===== config.mk =====
export PLATFORM = sky130hd
export DESIGN_NAME = symbol_packer
export DESIGN_NICKNAME = d
export VERILOG_FILES = /design/src/rtl/symbol_pkg.sv /design/src/rtl/symbol_packer.sv
export SDC_FILE = /design/constraint.sdc
export NUM_CORES = 1
export LEC_CHECK = 0
export ABC_AREA = 1
export BUFFER_PORTS_ARGS = -buffer_cell sky130_fd_sc_hd__buf_2
export CORE_UTILIZATION = 44
export CTS_CLUSTER_SIZE = 28
export DETAILED_ROUTE_END_ITERATION = 6
export PLACE_DENSITY = 0.84
export SYNTH_ARGS = -nofsm -noshare
export SYNTH_HDL_FRONTEND = slang
export SYNTH_SLANG_ARGS = --single-unit

===== constraint.sdc =====
create_clock -name clk -period 1.2 [get_ports clk]
set_input_delay 0.12 -clock clk [delete_from_list [all_inputs] [get_ports clk]]
set_output_delay 0.12 -clock clk [all_outputs]
set_load 0.03 [all_outputs]

===== src/rtl/symbol_pkg.sv =====
// Shared definitions for the symbol packer.
//   SYM_W_DEF / NSYM_DEF : default symbol width and symbols per output word
//   count_width()        : width of a counter that must hold 0..nsym
//   state_t              : FILL (collecting symbols) / HOLD (word presented)
package symbol_pkg;

    localparam int unsigned SYM_W_DEF = 2;
    localparam int unsigned NSYM_DEF  = 4;

    function automatic int unsigned count_width(input int unsigned nsym);
        return $clog2(nsym + 1);
    endfunction

    typedef enum logic {
        FILL = 1'b0,
        HOLD = 1'b1
    } state_t;

endpackage


===== src/rtl/symbol_packer.sv =====
// Packs SYM_W-bit symbols from a first-word-fall-through FIFO into words of
// NSYM symbols (symbol k at bits [k*SYM_W +: SYM_W]). A flush emits a
// partially filled word; unfilled slots read 0.
// Ports:
//   clk, reset (async, active-low)
//   fifo_dout, fifo_empty : upstream FIFO head / empty flag
//   fifo_pop              : consume fifo_dout at the next rising edge
//   flush                 : emit the partial word (ignored while holding)
//   word_data, word_count : packed word and number of valid symbols
//   word_valid/word_ready : downstream handshake, word held until accepted
module symbol_packer
    import symbol_pkg::*;
#(
    parameter int unsigned SYM_W = SYM_W_DEF,
    parameter int unsigned NSYM  = NSYM_DEF
) (
    input  logic                          clk,
    input  logic                          reset,
    input  logic [SYM_W-1:0]              fifo_dout,
    input  logic                          fifo_empty,
    output logic                          fifo_pop,
    input  logic                          flush,
    output logic [SYM_W*NSYM-1:0]         word_data,
    output logic [count_width(NSYM)-1:0]  word_count,
    output logic                          word_valid,
    input  logic                          word_ready
);

    localparam int unsigned     CW   = count_width(NSYM);
    localparam logic [CW-1:0]   FULL = CW'(NSYM);

    state_t                  state, state_n;
    logic [CW-1:0]           idx, idx_n;
    logic [SYM_W*NSYM-1:0]   data_n;

    // idx doubles as the symbol count of the word being built or held
    assign word_count = idx;
    assign word_valid = (state == HOLD);

    always_comb begin
        // reset gates the pop so no symbol is consumed while in reset
        fifo_pop = reset && !fifo_empty && ((state == FILL) || word_ready);
        state_n  = state;
        idx_n    = idx;
        data_n   = word_data;

        case (state)
            FILL: begin
                if (fifo_pop) begin
                    for (int unsigned k = 0; k < NSYM; k++) begin
                        if (idx == CW'(k)) begin
                            data_n[k*SYM_W +: SYM_W] = fifo_dout;
                        end
                    end
                    idx_n = idx + CW'(1);
                    if ((idx_n == FULL) || flush) begin
                        state_n = HOLD;
                    end
                end else if (flush && (idx != '0)) begin
                    state_n = HOLD;
                end
            end
            HOLD: begin
                if (word_ready) begin
                    data_n  = '0;
                    idx_n   = '0;
                    state_n = FILL;
                    // a pop during handoff starts the next word in slot 0
                    if (fifo_pop) begin
                        data_n[SYM_W-1:0] = fifo_dout;
                        idx_n             = CW'(1);
                        if (NSYM == 1) begin
                            state_n = HOLD;
                        end
                    end
                end
            end
            default: begin
                state_n = FILL;
            end
        endcase
    end

    always_ff @(posedge clk or negedge reset) begin
        if (!reset) begin
            state     <= FILL;
            idx       <= '0;
            word_data <= '0;
        end else begin
            state     <= state_n;
            idx       <= idx_n;
            word_data <= data_n;
        end
    end

endmodule


### After elaboration in Yosys (flattened, before gate mapping)

Index checks and enable logic that the tools add are counted.

* memory bits (writable): 0
* ROM bits: 0
* latch bits: 0
* bits in registers: 12
* input bits: 7
* memories kept: 0
* output and inout port bits: 13
* word-level logic and storage cells: 48

* multipliers: 0
* magnitude comparators: 0
* eq/ne operators: 10
* reductions and logical operators: 13
* multiplexer cells: 17
* shift operators: 0
* bitwise logic cells: 1
* add/subtract/negate cells: 1
* divide/modulo/power cells: 0

Operator list (number)
* $mux 8: 2
* $pmux 8 s2: 1
* $reduce_and 3->1: 4
* $mux 2: 5
* $ne 2x1->1 const B: 4
* $eq 3x2->1 const B: 2
* $mux 3: 2
* $pmux 3 s2: 1
* $mux 1: 5
* $ne 2x2->1 const B: 2
* $add 3x1->3 const B: 1
* $eq 3x1->1 const B: 1
* $eq 3x3->1 const B: 1
* $logic_and 1x1->1: 3
* $logic_not 3->1: 1
* $reduce_bool 3->1: 1
* $logic_or 1x1->1: 2
* $pmux 1 s2: 1
* $reduce_and 2->1: 1
* $logic_not 1->1: 1
* $not 1->1: 1

### Longest topological paths before layout

* depth in word-level cells: 6
* mapped depth: 8
* mapped depth without buffers: 8

### Least setup slack after synthesis

No wires, ideal clock.

* kind: reg2reg
* from: register idx[0] (netlist: word_count[0])
* to: register state (netlist: word_valid)
* setup time: 0.118 ns
* data required time: 1.082 ns
* buffers on the path: 0
* data arrival time: 1.306 ns
* period minus slack after synthesis: 1.424 ns
* path slack: -0.224 ns
* stages on the path, launching flop included: 7
* path through: dfrtp_1 -> ha_1 -> ha_1 -> inv_1 -> a21o_1 -> nand3_1 -> nand2_1

* word-level cells in the longest chain between the ends: 6
* elaborated cells on any way between the ends: 9
* classes of those cells: 1 x add/sub; 1 x eq/ne; 4 x mux; 3 x reduce/logical

RTL lines
* from (decl): line symbol_packer.sv:33 `logic [CW-1:0] idx, idx_n;`
* from (signal assigned): line symbol_packer.sv:91 `idx <= idx_n;`
* $add 3x1->3: line symbol_packer.sv:55 `idx_n = idx + CW'(1);`
* $eq 3x3->1: line symbol_packer.sv:56 `if ((idx_n == FULL) || flush) begin`
* $logic_or 1x1->1: line symbol_packer.sv:56
* $mux 1: line symbol_packer.sv:56
* $mux 1 *: line symbol_packer.sv:49 `if (fifo_pop) begin`
* $pmux 1 s2 *: line symbol_packer.sv:47 `case (state)`
* named net state_n: line symbol_packer.sv:32 `state_t state, state_n;`
* to (signal assigned): line symbol_packer.sv:90 `state <= state_n;`
* to (decl): line symbol_packer.sv:32

The timed path passes the listed nets; every way through them passes the cells marked *.
A chain may end at the register's enable or synchronous reset.

### Worst setup path in the final report

Same ends and word-level chain as after synthesis.

==> flow_summary.yaml <==
cells_and_area:
  final_layout_size_suffix_gt1_share_pct: 45.90
  synthToLayoutAreaGrowth_pct: 47.82
  antenna-diode-count: 0
  num-nets-final: 136
  finish.utilization_pct: 73.57
  nFillCells: 115
  final_cells: 137
pwr:
  swShare_pct: 47.91
  power.switching_mw: 1.219
  power.share.sequential_pct: 29.4
  p_per_area_mw_per_mm2: 2501
  pwr-share-clk_pct: 12.7
  ir_worst_vdd_v: 0.001690
  power.internal_mw: 1.325
  static-leakage-power_nw: 0.5660
  combPwrFrac_pct: 58.0
global_routing:
  grt_start_max_net_pins: 13
  antenna_found_initial: 0
  grt_usage_pct: 21.68
  grt_overflow_total: 0
  number_of_global_route_vias_before_repair: 664
  grt_first_pass_wirelength_mm: 2.849
floorplanning:
  design.portCount: 20
  overall_die_area_mm2: 0.001726
  die_y_um: 41.55
  fp.dieW_um: 41.55
  floorplan.rows: 13
  initial_core_util_pct: 49.77
  floorplan.core_area_mm2: 0.001383
worst_setup_path:
  reg2reg_setup_slack_ns: -0.10
  r2r.worst_path.cells: 6
  r2r_start: "word_count[0]"
  rr_endpoint: "word_valid"
  critical_path.max_fanout: 3
  worst-endpoint-arrival_ns: 1.47
  crit_required_ns: 1.37
  worst_setup_path_start_kind: "flip-flop"
  start_to_end_type_of_the_worst_setup_path: "reg -> reg"
  worstSetupEndpointType: "flip-flop"
synth:
  synth_seq_cells: 12
  synth-edff-count: 0
  synth.largest_area_cell: "sky130_fd_sc_hd__dfrtp_1"
  netlist_top_cells_count: "sky130_fd_sc_hd__nand2_1 (29), sky130_fd_sc_hd__nand3_1 (16), sky130_fd_sc_hd__inv_1 (13)"
  post-synth-top-count-cell: "sky130_fd_sc_hd__nand2_1"
  synth_async_sr_flop_share_pct: 100.0
  yosys.area.top_type_share_pct: 43.64
  post_synth_main_area_contributors: "sky130_fd_sc_hd__dfrtp_1 (44%), sky130_fd_sc_hd__nand2_1 (16%), sky130_fd_sc_hd__nand3_1 (12%), sky130_fd_sc_hd__ha_1 (11%), sky130_fd_sc_hd__inv_1 (7.1%)"
  synth-warning-count: 0
  synth-seq-area-share_pct: 43.64
  netlist_instances: 89
  netlist-cell-type-count: 11
  syn_nets: 102
  syn_area_um2: 688.2
  postSynthAreaPerCell_um2: 7.732
  dominantRegCellSynth: "sky130_fd_sc_hd__dfrtp_1"
sta:
  hold_ws_ns: 0.1167
  fmax_mhz: 768.7
  clock-skew-final_ns: 0.006140
  setup_viol: 9
  tightest_slew_ns: 0.2205
  rsz0062_at_grt: "yes"
  timing.final.max_slew_violations: 0
  hold_viol: 0
  min_period_over_period_pct: 108.4
  post-route-min-period_ns: 1.301
  fin_ws_ns: -0.1009
  slew-limit-headroom_pct: 85.26
placed_design:
  place.port_buffers: 19
  place_inst: 127
  finalWeightedCongestion: 0.8053
  detailedPlacementHpwl_mm: 1.214
clock_tree:
  cts_sinks: 12
  cts-root-buf: "sky130_fd_sc_hd__clkbuf_4"
  tritoncts: "done"
  clock_latency_ns: 0.27
  cts.path.max_buffers: 2
  h-tree-depth: 1
  clk_pin_slew_worst_paths_ns: 0.08
  cts_made_buffers: 3
status:
  violated_checks: "negative setup slack"
  outcome: "complete, but fails checks"
routing:
  detailroute.via_count: 707
  routed_wire_length_per_instance_um: 12.95
  drt_wl_total_mm: 1.774
  drt_first_pass_iters: 4
  vias_per_cell: 5.161
  drtIter0Drc: 18
  final_antenna_net_count: 0
  drt_drc_violations_left: 0
min_path:
  hp-class: "in -> reg"
  holdCritStartpoint: "word_ready"
  worstHoldEndpoint: "word_valid"
  min_path_cells: 4
flow_run:
  max_capacitance_violation_count: 0
[final cells by class]
type                    count  area [um^2]  share of cell area [%]
clock buffers               4        36.28                   3.567
inverters                  13        53.80                   5.289
multi-input cells          63        411.6                   40.47
flip-flops and latches     12        305.3                   30.01
well taps                  15        18.77                   1.845
repair buffers             30        191.4                   18.82
[critical path: stages, from the launching register on]
cell,delay [ns]
sky130_fd_sc_hd__dfrtp_2,0.46
sky130_fd_sc_hd__ha_4,0.19
sky130_fd_sc_hd__ha_4,0.26
sky130_fd_sc_hd__inv_2,0.03
sky130_fd_sc_hd__a21o_1,0.14
sky130_fd_sc_hd__nand3_1,0.06
sky130_fd_sc_hd__nand2_1,0.05
[placed cells by master (no fill, tap or decap), types with 2 or more instances in the layout]
cell type and count:
sky130_fd_sc_hd__buf_2 19, sky130_fd_sc_hd__buf_4 7, sky130_fd_sc_hd__buf_6 3, sky130_fd_sc_hd__clkbuf_4 3, sky130_fd_sc_hd__dfrtp_1 8, sky130_fd_sc_hd__dfrtp_2 4
sky130_fd_sc_hd__ha_4 4, sky130_fd_sc_hd__inv_1 7, sky130_fd_sc_hd__inv_2 4, sky130_fd_sc_hd__inv_4 2, sky130_fd_sc_hd__nand2_1 26, sky130_fd_sc_hd__nand2_2 3
sky130_fd_sc_hd__nand3_1 16, sky130_fd_sc_hd__nor2_2 2, sky130_fd_sc_hd__nor2_4 2, sky130_fd_sc_hd__o21ai_0 4
[routing by layer]
metal | GRT usage [%] | routed length (um) | vias up
met5 | 0 | 0 | -
met4 | 9.677 | 45 | 0
met3 | 4.783 | 89 | 7
met2 | 35.31 | 887 | 26
met1 | 27.37 | 751 | 328
li1 | - | - | 346
[power by group through the flow]
| stage | Clock [mW] | Sequential (mW) | Combinational, mW |
|---|---|---|---|
| floorplan | 0 | 1.05 | 0.456 |
| global placement | 0 | 0.718 | 1.13 |
| detailed placement | 0 | 0.730 | 1.17 |
| CTS | 0.328 | 0.726 | 1.19 |
| global route | 0.346 | 0.767 | 1.60 |
| finish | 0.322 | 0.747 | 1.47 |
[state kept, by name, indices dropped and copies added (netlist names)]
register / cells
word_count: 3
word_data: 8
word_valid: 1
[per-stage QoR]
stage	power (mW)	worst slack [ns]	cell area, um^2	TNS, ns
after detailed placement	1.902	-0.06831	864.6	-0.2818
final	2.544	-0.1009	1017	-0.3286
after floorplan	1.503	-0.1045	718.2	-0.3399
after global placement	1.851	-0.01955	864.6	-0.05240
after CTS	2.248	-0.06561	922.1	-0.2011
after global routing	2.715	-0.1475	1017	-0.9195
[worst max path at each step]
stage / cells past startpoint / end / slack (ns) / from
finish: 6 / word_valid / -0.10 / word_count[0]
global route: 6 / word_valid / -0.15 / word_count[0]
CTS: 6 / word_valid / -0.07 / word_count[1]
detailed placement: 6 / word_valid / -0.07 / word_count[1]
global placement: 6 / word_valid / -0.02 / word_count[1]
floorplan: 6 / word_valid / -0.10 / word_count[1]
[repair_timing]
| item | CTS | global route |
|---|---|---|
| pin swaps | 0 | 10 |
| resized for setup | 5 | 20 |
| cloned | 0 | 1 |
| setup endpoints to repair | 8 | 12 |
| hold endpoints to repair | 12 | 0 |
| setup buffers | 0 | 4 |
| hold buffers | 1 | 0 |
[cells by family after synthesis]
kind of cell | synth area share, %
AOI/OAI and AO/OA | 4.727
adders and majority gates | 10.91
buffers and inverters | 7.818
and+or+nand+nor | 32.91
DFF | 43.64
No activity file was read; power rests on OpenSTA's default activity.
